### src/rtl/regs_port_ctrl_if.sv
// Register-port controller bus bundle.
// Carries the core datapath port (read addresses, retire write, stall, read data),
// the host/debug request port (level request, registered ack, captured read data)
// and the register file port (write enable/data, two addresses, two read data).
// slave  : the controller side.
// master : the environment side (core, host and register file).
interface regs_port_ctrl_if #(
    parameter int unsigned N  = 8,
    parameter int unsigned AW = 3
);
    // Core side
    logic [AW-1:0] core_ra1;
    logic [AW-1:0] core_ra2;
    logic          core_we;
    logic [N-1:0]  core_wd;
    logic          core_stall;
    logic [N-1:0]  core_rd1;
    logic [N-1:0]  core_rd2;
    // Host side
    logic          host_req;
    logic          host_we;
    logic [AW-1:0] host_addr;
    logic [N-1:0]  host_wdata;
    logic          host_ack;
    logic [N-1:0]  host_rdata;
    // Register file side
    logic          rf_write;
    logic [N-1:0]  rf_wdata;
    logic [AW-1:0] rf_raddr1;
    logic [AW-1:0] rf_raddr2;
    logic [N-1:0]  rf_rdata1;
    logic [N-1:0]  rf_rdata2;

    modport slave (
        input  core_ra1, core_ra2, core_we, core_wd,
        output core_stall, core_rd1, core_rd2,
        input  host_req, host_we, host_addr, host_wdata,
        output host_ack, host_rdata,
        output rf_write, rf_wdata, rf_raddr1, rf_raddr2,
        input  rf_rdata1, rf_rdata2
    );

    modport master (
        output core_ra1, core_ra2, core_we, core_wd,
        input  core_stall, core_rd1, core_rd2,
        output host_req, host_we, host_addr, host_wdata,
        input  host_ack, host_rdata,
        input  rf_write, rf_wdata, rf_raddr1, rf_raddr2,
        output rf_rdata1, rf_rdata2
    );
endinterface

### src/rtl/regs_port_ctrl.sv
// Register file port controller.
// Shares the register file's two read ports and single write port (write address on
// port 1) between the core datapath and a host/debug requester. A host access steals
// one core cycle (core_stall), then HOST_GAP core-owned cycles follow before the next
// host grant. Writes to r0 are always suppressed.
// Ports:
//   clk, reset : clock and synchronous active-high reset
//   bus        : regs_port_ctrl_if.slave (core, host and register file signals)
//   host_cnt   : completed host accesses, wraps (only with REGS_CTRL_STATS_EN)
//   stall_cnt  : core_stall cycles, wraps (only with REGS_CTRL_STATS_EN)
// Optional feature macro: REGS_CTRL_STATS_EN
module regs_port_ctrl #(
    parameter int unsigned N        = 8,
    parameter int unsigned AW       = 3,
    parameter int unsigned HOST_GAP = 4
) (
    input  logic            clk,
    input  logic            reset,
    regs_port_ctrl_if.slave bus
`ifdef REGS_CTRL_STATS_EN
    ,
    output logic [7:0]      host_cnt,
    output logic [7:0]      stall_cnt
`endif
);

    localparam logic [3:0] GapInit = 4'(HOST_GAP);

    typedef enum logic [1:0] {StIdle, StHostAcc, StCooldown} state_e;

    state_e         state_q, state_d;
    logic [3:0]     gap_q, gap_d;
    logic           ack_q, ack_d;
    logic [N-1:0]   rdata_q, rdata_d;

    logic [AW-1:0]  addr1;
    logic [N-1:0]   wdata;
    logic           we;
    logic           stall;

    // Next-state logic
    always_comb begin
        state_d = state_q;
        gap_d   = gap_q;
        ack_d   = 1'b0;
        rdata_d = rdata_q;
        unique case (state_q)
            StIdle: begin
                if (bus.host_req) begin
                    state_d = StHostAcc;
                end
            end
            StHostAcc: begin
                // Port 1 carries host_addr this cycle, so this is the pre-write value.
                rdata_d = bus.rf_rdata1;
                ack_d   = 1'b1;
                gap_d   = GapInit;
                state_d = StCooldown;
            end
            StCooldown: begin
                gap_d = gap_q - 4'd1;
                if (gap_q == 4'd1) begin
                    state_d = StIdle;
                end
            end
            default: state_d = StIdle;
        endcase
    end

    // Port muxing
    always_comb begin
        addr1 = bus.core_ra1;
        wdata = bus.core_wd;
        we    = bus.core_we;
        stall = 1'b0;
        if (state_q == StHostAcc) begin
            addr1 = bus.host_addr;
            wdata = bus.host_wdata;
            we    = bus.host_we;
            stall = 1'b1;
        end
        if (addr1 == '0) begin
            we = 1'b0;
        end
        if (reset) begin
            we    = 1'b0;
            stall = 1'b0;
        end
    end

    assign bus.rf_raddr1  = addr1;
    assign bus.rf_raddr2  = bus.core_ra2;
    assign bus.rf_wdata   = wdata;
    assign bus.rf_write   = we;
    assign bus.core_stall = stall;
    assign bus.core_rd1   = bus.rf_rdata1;
    assign bus.core_rd2   = bus.rf_rdata2;
    assign bus.host_ack   = ack_q;
    assign bus.host_rdata = rdata_q;

    always_ff @(posedge clk) begin
        if (reset) begin
            state_q <= StIdle;
            gap_q   <= 4'd0;
            ack_q   <= 1'b0;
            rdata_q <= '0;
        end else begin
            state_q <= state_d;
            gap_q   <= gap_d;
            ack_q   <= ack_d;
            rdata_q <= rdata_d;
        end
    end

`ifdef REGS_CTRL_STATS_EN
    logic [7:0] host_cnt_q, host_cnt_d;
    logic [7:0] stall_cnt_q, stall_cnt_d;

    always_comb begin
        host_cnt_d  = host_cnt_q + {7'd0, (state_q == StHostAcc)};
        stall_cnt_d = stall_cnt_q + {7'd0, stall};
    end

    always_ff @(posedge clk) begin
        if (reset) begin
            host_cnt_q  <= 8'd0;
            stall_cnt_q <= 8'd0;
        end else begin
            host_cnt_q  <= host_cnt_d;
            stall_cnt_q <= stall_cnt_d;
        end
    end

    assign host_cnt  = host_cnt_q;
    assign stall_cnt = stall_cnt_q;
`endif

endmodule

### src/flat_wrapper.sv
// flat-port wrapper written by rule: the top's interface ports become plain ports
module regs_port_ctrl_flat 
#(
    parameter int unsigned N        = 8,
    parameter int unsigned AW       = 3,
    parameter int unsigned HOST_GAP = 4
)
  (clk, reset, bus_core_ra1, bus_core_ra2, bus_core_we, bus_core_wd, bus_core_stall, bus_core_rd1, bus_core_rd2, bus_host_req, bus_host_we, bus_host_addr, bus_host_wdata, bus_host_ack, bus_host_rdata, bus_rf_write, bus_rf_wdata, bus_rf_raddr1, bus_rf_raddr2, bus_rf_rdata1, bus_rf_rdata2);
  regs_port_ctrl_if #(.N(N), .AW(AW)) bus_i ();
  input  logic clk;
  input  logic reset;
  input wire logic [$bits(bus_i.core_ra1)-1:0] bus_core_ra1;
  input wire logic [$bits(bus_i.core_ra2)-1:0] bus_core_ra2;
  input wire logic [$bits(bus_i.core_we)-1:0] bus_core_we;
  input wire logic [$bits(bus_i.core_wd)-1:0] bus_core_wd;
  output wire logic [$bits(bus_i.core_stall)-1:0] bus_core_stall;
  output wire logic [$bits(bus_i.core_rd1)-1:0] bus_core_rd1;
  output wire logic [$bits(bus_i.core_rd2)-1:0] bus_core_rd2;
  input wire logic [$bits(bus_i.host_req)-1:0] bus_host_req;
  input wire logic [$bits(bus_i.host_we)-1:0] bus_host_we;
  input wire logic [$bits(bus_i.host_addr)-1:0] bus_host_addr;
  input wire logic [$bits(bus_i.host_wdata)-1:0] bus_host_wdata;
  output wire logic [$bits(bus_i.host_ack)-1:0] bus_host_ack;
  output wire logic [$bits(bus_i.host_rdata)-1:0] bus_host_rdata;
  output wire logic [$bits(bus_i.rf_write)-1:0] bus_rf_write;
  output wire logic [$bits(bus_i.rf_wdata)-1:0] bus_rf_wdata;
  output wire logic [$bits(bus_i.rf_raddr1)-1:0] bus_rf_raddr1;
  output wire logic [$bits(bus_i.rf_raddr2)-1:0] bus_rf_raddr2;
  input wire logic [$bits(bus_i.rf_rdata1)-1:0] bus_rf_rdata1;
  input wire logic [$bits(bus_i.rf_rdata2)-1:0] bus_rf_rdata2;
  assign bus_i.core_ra1 = bus_core_ra1;
  assign bus_i.core_ra2 = bus_core_ra2;
  assign bus_i.core_we = bus_core_we;
  assign bus_i.core_wd = bus_core_wd;
  assign bus_core_stall = bus_i.core_stall;
  assign bus_core_rd1 = bus_i.core_rd1;
  assign bus_core_rd2 = bus_i.core_rd2;
  assign bus_i.host_req = bus_host_req;
  assign bus_i.host_we = bus_host_we;
  assign bus_i.host_addr = bus_host_addr;
  assign bus_i.host_wdata = bus_host_wdata;
  assign bus_host_ack = bus_i.host_ack;
  assign bus_host_rdata = bus_i.host_rdata;
  assign bus_rf_write = bus_i.rf_write;
  assign bus_rf_wdata = bus_i.rf_wdata;
  assign bus_rf_raddr1 = bus_i.rf_raddr1;
  assign bus_rf_raddr2 = bus_i.rf_raddr2;
  assign bus_i.rf_rdata1 = bus_rf_rdata1;
  assign bus_i.rf_rdata2 = bus_rf_rdata2;
  regs_port_ctrl #(.N(N), .AW(AW), .HOST_GAP(HOST_GAP)) u_core (.clk(clk), .reset(reset), .bus(bus_i));
endmodule
### config.mk
export PLATFORM = sky130hd
export DESIGN_NAME = regs_port_ctrl_flat
export DESIGN_NICKNAME = d
export VERILOG_FILES = /design/src/rtl/regs_port_ctrl_if.sv /design/src/rtl/regs_port_ctrl.sv /design/src/flat_wrapper.sv
export SDC_FILE = /design/constraint.sdc
export NUM_CORES = 1
export LEC_CHECK = 0
export CAP_MARGIN = 25
export CORE_MARGIN = 5
export CORE_UTILIZATION = 31
export CTS_BUF_LIST = sky130_fd_sc_hd__clkbuf_4
export DETAILED_ROUTE_END_ITERATION = 12
export PLACE_DENSITY_LB_ADDON = 0.3
export REMOVE_ABC_BUFFERS = 1
export SLEW_MARGIN = 10
export SYNTH_ARGS = -nofsm -noshare
export SYNTH_HDL_FRONTEND = slang
export SYNTH_SLANG_ARGS = --single-unit
### constraint.sdc
create_clock -name clk -period 1.9 [get_ports clk]
set_input_delay 0.285 -clock clk [delete_from_list [all_inputs] [get_ports clk]]
set_output_delay 0.285 -clock clk [all_outputs]
set_load 0.01 [all_outputs]
# Word-level counts from Yosys, hierarchy flattened
# Index checks and enable logic that the tools add are counted.
# Widths: inputs -> output; s select.
[word_totals]
in_bits = 46
output_inout_bits = 41
ff_bits = 15
[classes]
muxes = 11
addsub = 1
eq_ne = 5
n_reduce_logical = 4
[ops]
columns = ["cell", "count"]
rows = [
  ["$mux 8", 1],
  ["$pmux 4 s2", 1],
  ["$pmux 2 s3", 1],
  ["$mux 1", 5],
  ["$eq 4x1->1 const B", 1],
  ["$mux 2", 2],
  ["$sub 4x1->4 const B", 1],
  ["$logic_not 3->1", 1],
  ["$mux 3", 1],
  ["$eq 2x1->1 const B", 1],
  ["$eq 2x2->1 const B", 1],
  ["$logic_not 2->1", 1],
  ["$ne 2x1->1 const B", 1],
  ["$ne 2x2->1 const B", 1],
  ["$reduce_and 2->1", 1],
  ["$reduce_bool 2->1", 1],
]

# Longest topological paths before layout
# Gate-level depths: netlist (run 1).
[logic_depth]
ltp_word = 5
depth_mapped = 6
depth_no_buf = 5

# Least setup slack after synthesis (run 1)
# OpenSTA, ideal clock, no wires.
[synth_timing]
path_kind = "register to output"
start = "register u_core.state_q[1]"
end = "output port bus_rf_write"
path_stages_with_launch = 7
path_buffers = 1
required_ns = 1.615
arrival_time_ns = 1.367
path_slack_ns = 0.248
cell_sequence = "dfxtp_1 -> inv_1 -> ha_1 -> buf_2 -> mux2_2 -> nor3_1 -> nor3_1"
[synth_via]
elab_chain_cells = 5
[synth_lines]
columns = ["element", "line_no", "text"]
rows = [
  ["from (decl)", "regs_port_ctrl.sv:31", "state_e state_q, state_d;"],
  ["from (signal assigned)", "regs_port_ctrl.sv:103", "state_q <= StIdle;"],
  ["from (signal assigned)", "regs_port_ctrl.sv:108", "state_q <= state_d;"],
  ["$eq 2x1->1", "regs_port_ctrl.sv:76", "if (state_q == StHostAcc) begin"],
  ["$mux 3", "regs_port_ctrl.sv:76", ""],
  ["named net bus_rf_raddr1[1]", "flat_wrapper.sv:27", "output wire logic [$bits(bus_i.rf_raddr1)-1:0] bus_rf_raddr1;"],
  ["$logic_not 3->1", "regs_port_ctrl.sv:82", "if (addr1 == '0) begin"],
  ["$mux 1", "regs_port_ctrl.sv:82", ""],
  ["$mux 1", "regs_port_ctrl.sv:85", "if (reset) begin"],
  ["to (decl)", "flat_wrapper.sv:25", "output wire logic [$bits(bus_i.rf_write)-1:0] bus_rf_write;"],
]
# The timed path passes the listed nets, and every way through them passes these cells.

# Worst setup path in the final report (run 1)
[layout_timing]
start = "register u_core.state_q[1]"
end = "output port bus_rf_raddr1[1]"
[layout_via]
elab_chain_cells = 2
[layout_lines]
columns = ["element", "line_no"]
rows = [
  ["$eq 2x1->1", "regs_port_ctrl.sv:76"],
  ["$mux 3", "regs_port_ctrl.sv:76"],
  ["to (decl)", "flat_wrapper.sv:27"],
]
# Every way passes these cells.

==> impl_metrics.yaml, run 1 <==
run_status:
  status: "completed"
global_route:
  gr-total-overflow: 0
  antenna_found_initial: 0
  use_met1_pct: 15.0
  grt_pass1_vias: 940
  grt_usage_pct: 12.8
  grt_start_max_net_pins: 10
  use_met2_pct: 21.4
  top_usage_layer: "met2"
  grt_first_pass_wirelength_mm: 4.39
  use_met3_pct: 5.98
floorplan:
  row_count: 20
  start_util_pct: 31.7
  die_w_um: 65.4
  core-area_um2: 3000
  dieArea_um2: 4280
  die_y_um: 65.4
  ios: 87
sta:
  fmax_ghz: 0.533
  post-route-period-util_pct: 98.8
  finalHoldViolations: 0
  rsz0062_at_grt: "true"
  fin_crit_ns: 1.88
  slew_viol_final: 0
  max-slew-margin-rel_pct: 80.5
  setup_viol_count_final: 0
  worstMarginPinSlew_ns: 0.292
  clock_skew_ns: 0.00137
synthesis:
  synth_edf_count: 0
  synth_area_per_cell_um2: 9.43
  synth_area_leader_cell: "dfxtp_1"
  synthesis.area_um2: 952
  syn_inst: 101
  yosysWarnings: 0
  async_flop_share_pct: 0
  yosys-top-cells-count: "buf_4, dfxtp_1, mux2_2"
  ys_top_cells_by_area: "dfxtp_1, buf_4, mux2_2"
  ys_seq_area_share_pct: 31.5
  synth_seq_cells: 15
  netlist.area_leader.share_pct: 31.5
  yosys.cell_types.count: 23
  synth_ff_type: "dfxtp_1"
  synth_most_common_cell: "buf_4"
route:
  drt-total-wl_mm: 2.77
  ant_nets: 0
  via_per_inst: 4.73
  vias: 909
  drt_iter0_drc: 9
  wire_per_inst_um: 14.4
  firstDrtPassIters: 2
  drc: 0
setup_path:
  cp.depth: 5
  r2r_slack_ns: 0.24
  cp_num_buf_inv: 3
  r2r_start: "u_core.state_q[1]"
  crit_family: "buffers and inverters"
  worst_ep_arrival_time_ns: 1.59
  startpoint: "u_core.state_q[1]"
  path_max_fanout: 4
  cp_data_required_time_ns: 1.62
  cp_cell_sequence: "inv_2 > ha_4 > mux2_2 > buf_4 > dlygate4sd2_1"
  worst_setup_path_start_kind: "register"
  rr_worst_depth: 7
  setup.worst_path.end: "bus_rf_raddr1[1]"
  critical_path_class: "register to primary output"
  cp_slowest_cell: "mux2_2"
  critPathCaptureType: "primary output"
  r2r-end: "u_core.gap_q[3]"
  cpPeakStageDelay_ns: 0.35
clock_network:
  h-tree-depth: 1
  cts.sinks: 15
  clk_latency_ns: 0.27
  numCtsBuffers: 3
  root_buffer: "clkbuf_4"
  cts.clk_slew.worst_paths_ns: 0.09
  cts_tree: "done"
  clockBufferDepth: 2
finish:
  drive_above_1_share_pct: 28.3
  nets: 211
  stdcell_area_um2: 1590
  utilization_pct: 53.0
  antenna_cells: 0
  fillers: 291
  area.growth.synth_to_final_pct: 67.0
hold_path:
  hold_start: "u_core.bus.host_rdata[5]"
  holdCritPathClass: "register to register"
placement:
  hpwl_mm: 2.27
  placed_area_um2: 1530
  io_buffers: 64
  gp_congestion: 0.811
power:
  ir_drop_uv: 298
  power.density_nw_per_um2: 608
  p_leak_nw: 0.645
run:
  maxCapViolCount: 0
==> layout make-up <==
| type | instances | area, µm² | share of cell area [%] |
|---|---|---|---|
| clock buffers | 3 | 22.5 | 1.42 |
| flip-flops and latches | 15 | 303 | 19.0 |
| multi-input cells | 59 | 492 | 30.9 |
| well taps | 33 | 41.3 | 2.60 |
| inverters | 4 | 15.0 | 0.944 |
| clock inverters | 1 | 5.00 | 0.315 |
| repair buffers | 77 | 712 | 44.8 |
==> worst min path at each step <==
stage,depth (start not counted),slack [ns],endpoint
floorplan,1,0.35,u_core.state_q[0]
global placement,2,0.48,u_core.bus.host_rdata[2]
detailed placement,2,0.49,u_core.bus.host_rdata[5]
CTS,2,0.51,u_core.bus.host_rdata[5]
global route,2,0.55,u_core.bus.host_rdata[5]
finish,2,0.50,u_core.bus.host_rdata[5]
==> registers in the layout, summed over array words and instances (netlist names) <==
name and flops:
u_core.bus.host_ack 1, u_core.bus.host_rdata 8, u_core.gap_q 4, u_core.state_q 2
==> layout by cell type (no fill, tap or decap), types with 2 or more instances in the layout <==
master and count:
a21oi_1 4, buf_2 8, buf_4 10, buf_6 4
clkbuf_4 3, clkdlybuf4s50_1 51, dfxtp_1 13, dfxtp_2 2
dlygate4sd2_1 3, ha_1 4, inv_1 3, mux2_2 11
mux2i_1 9, nand2b_1 3, nand3_1 2, nor2_1 10
nor2b_1 3, or3_1 2
==> per-layer routing <==
layer  share of wire [%]  vias to the layer above
li1                    -                      437
met1                  44                      408
met2                  41                       64
met3                  15                        0
met4                   0                        0
met5                   0                        -
==> where the power goes <==
part | internal (W) | total, W | switching [W] | leakage (nW)
Combinational | 0.000266 | 0.000430 | 0.000164 | 0.504
Clock | 0.0000778 | 0.000177 | 0.0000994 | 0.0177
Sequential | 0.000343 | 0.000359 | 0.0000168 | 0.123
==> logic make-up (layout without fill, tap and decap cells) <==
group           count (synthesis)  in the layout  share of synthesized area, %
buf+inv                        27             85                          18.7
simple gates                   24             24                          12.6
mux                            21             21                          23.7
flops                          15             15                          31.5
compound gates                  9              9                          6.97
fa+ha+maj                       5              5                          6.57
==> per-stage QoR <==
stage / total power (W) / setup slack (ns) / instances / hold slack [ns] / setup TNS (ns)
final: 0.000966 / 0.0228 / 192 / 0.502 / 0
after global routing: 0.00103 / -0.0420 / 192 / 0.552 / -0.142
after CTS: 0.000983 / 0.00220 / 191 / 0.509 / 0
after detailed placement: 0.000783 / -0.133 / 183 / 0.486 / -0.734
after global placement: 0.000772 / -0.0848 / 183 / 0.479 / -0.368
after floorplan: 0.000536 / -0.145 / 78 / 0.350 / -0.145
==> worst register-to-register path, cell delays in order (launching register included) <==
cell and delay (ns):
dfxtp_2 0.35, inv_2 0.05, buf_4 0.12, buf_4 0.13, ha_1 0.37, nand2_1 0.10, or3_1 0.32, a31oi_1 0.15
==> timing repair <==
action | in CTS | in global routing
hold buffers | 0 | 0
setup endpoints to repair | 13 | 10
pin swaps | 0 | 0
resized for setup | 48 | 7
buffers inserted | 4 | 1
(Power assumes the default switching activity.)
==> run 2: changes to the inputs <==
--- a/config.mk
+++ b/config.mk
@@ -10,6 +10,7 @@
 export CORE_UTILIZATION = 31
 export CTS_BUF_LIST = sky130_fd_sc_hd__clkbuf_4
 export DETAILED_ROUTE_END_ITERATION = 12
+export GPL_ROUTABILITY_DRIVEN = 0
 export PLACE_DENSITY_LB_ADDON = 0.3
 export REMOVE_ABC_BUFFERS = 1
 export SLEW_MARGIN = 10
==> results of run 2 <==
Final layout, timing and power as in run 1 (identical DEF).
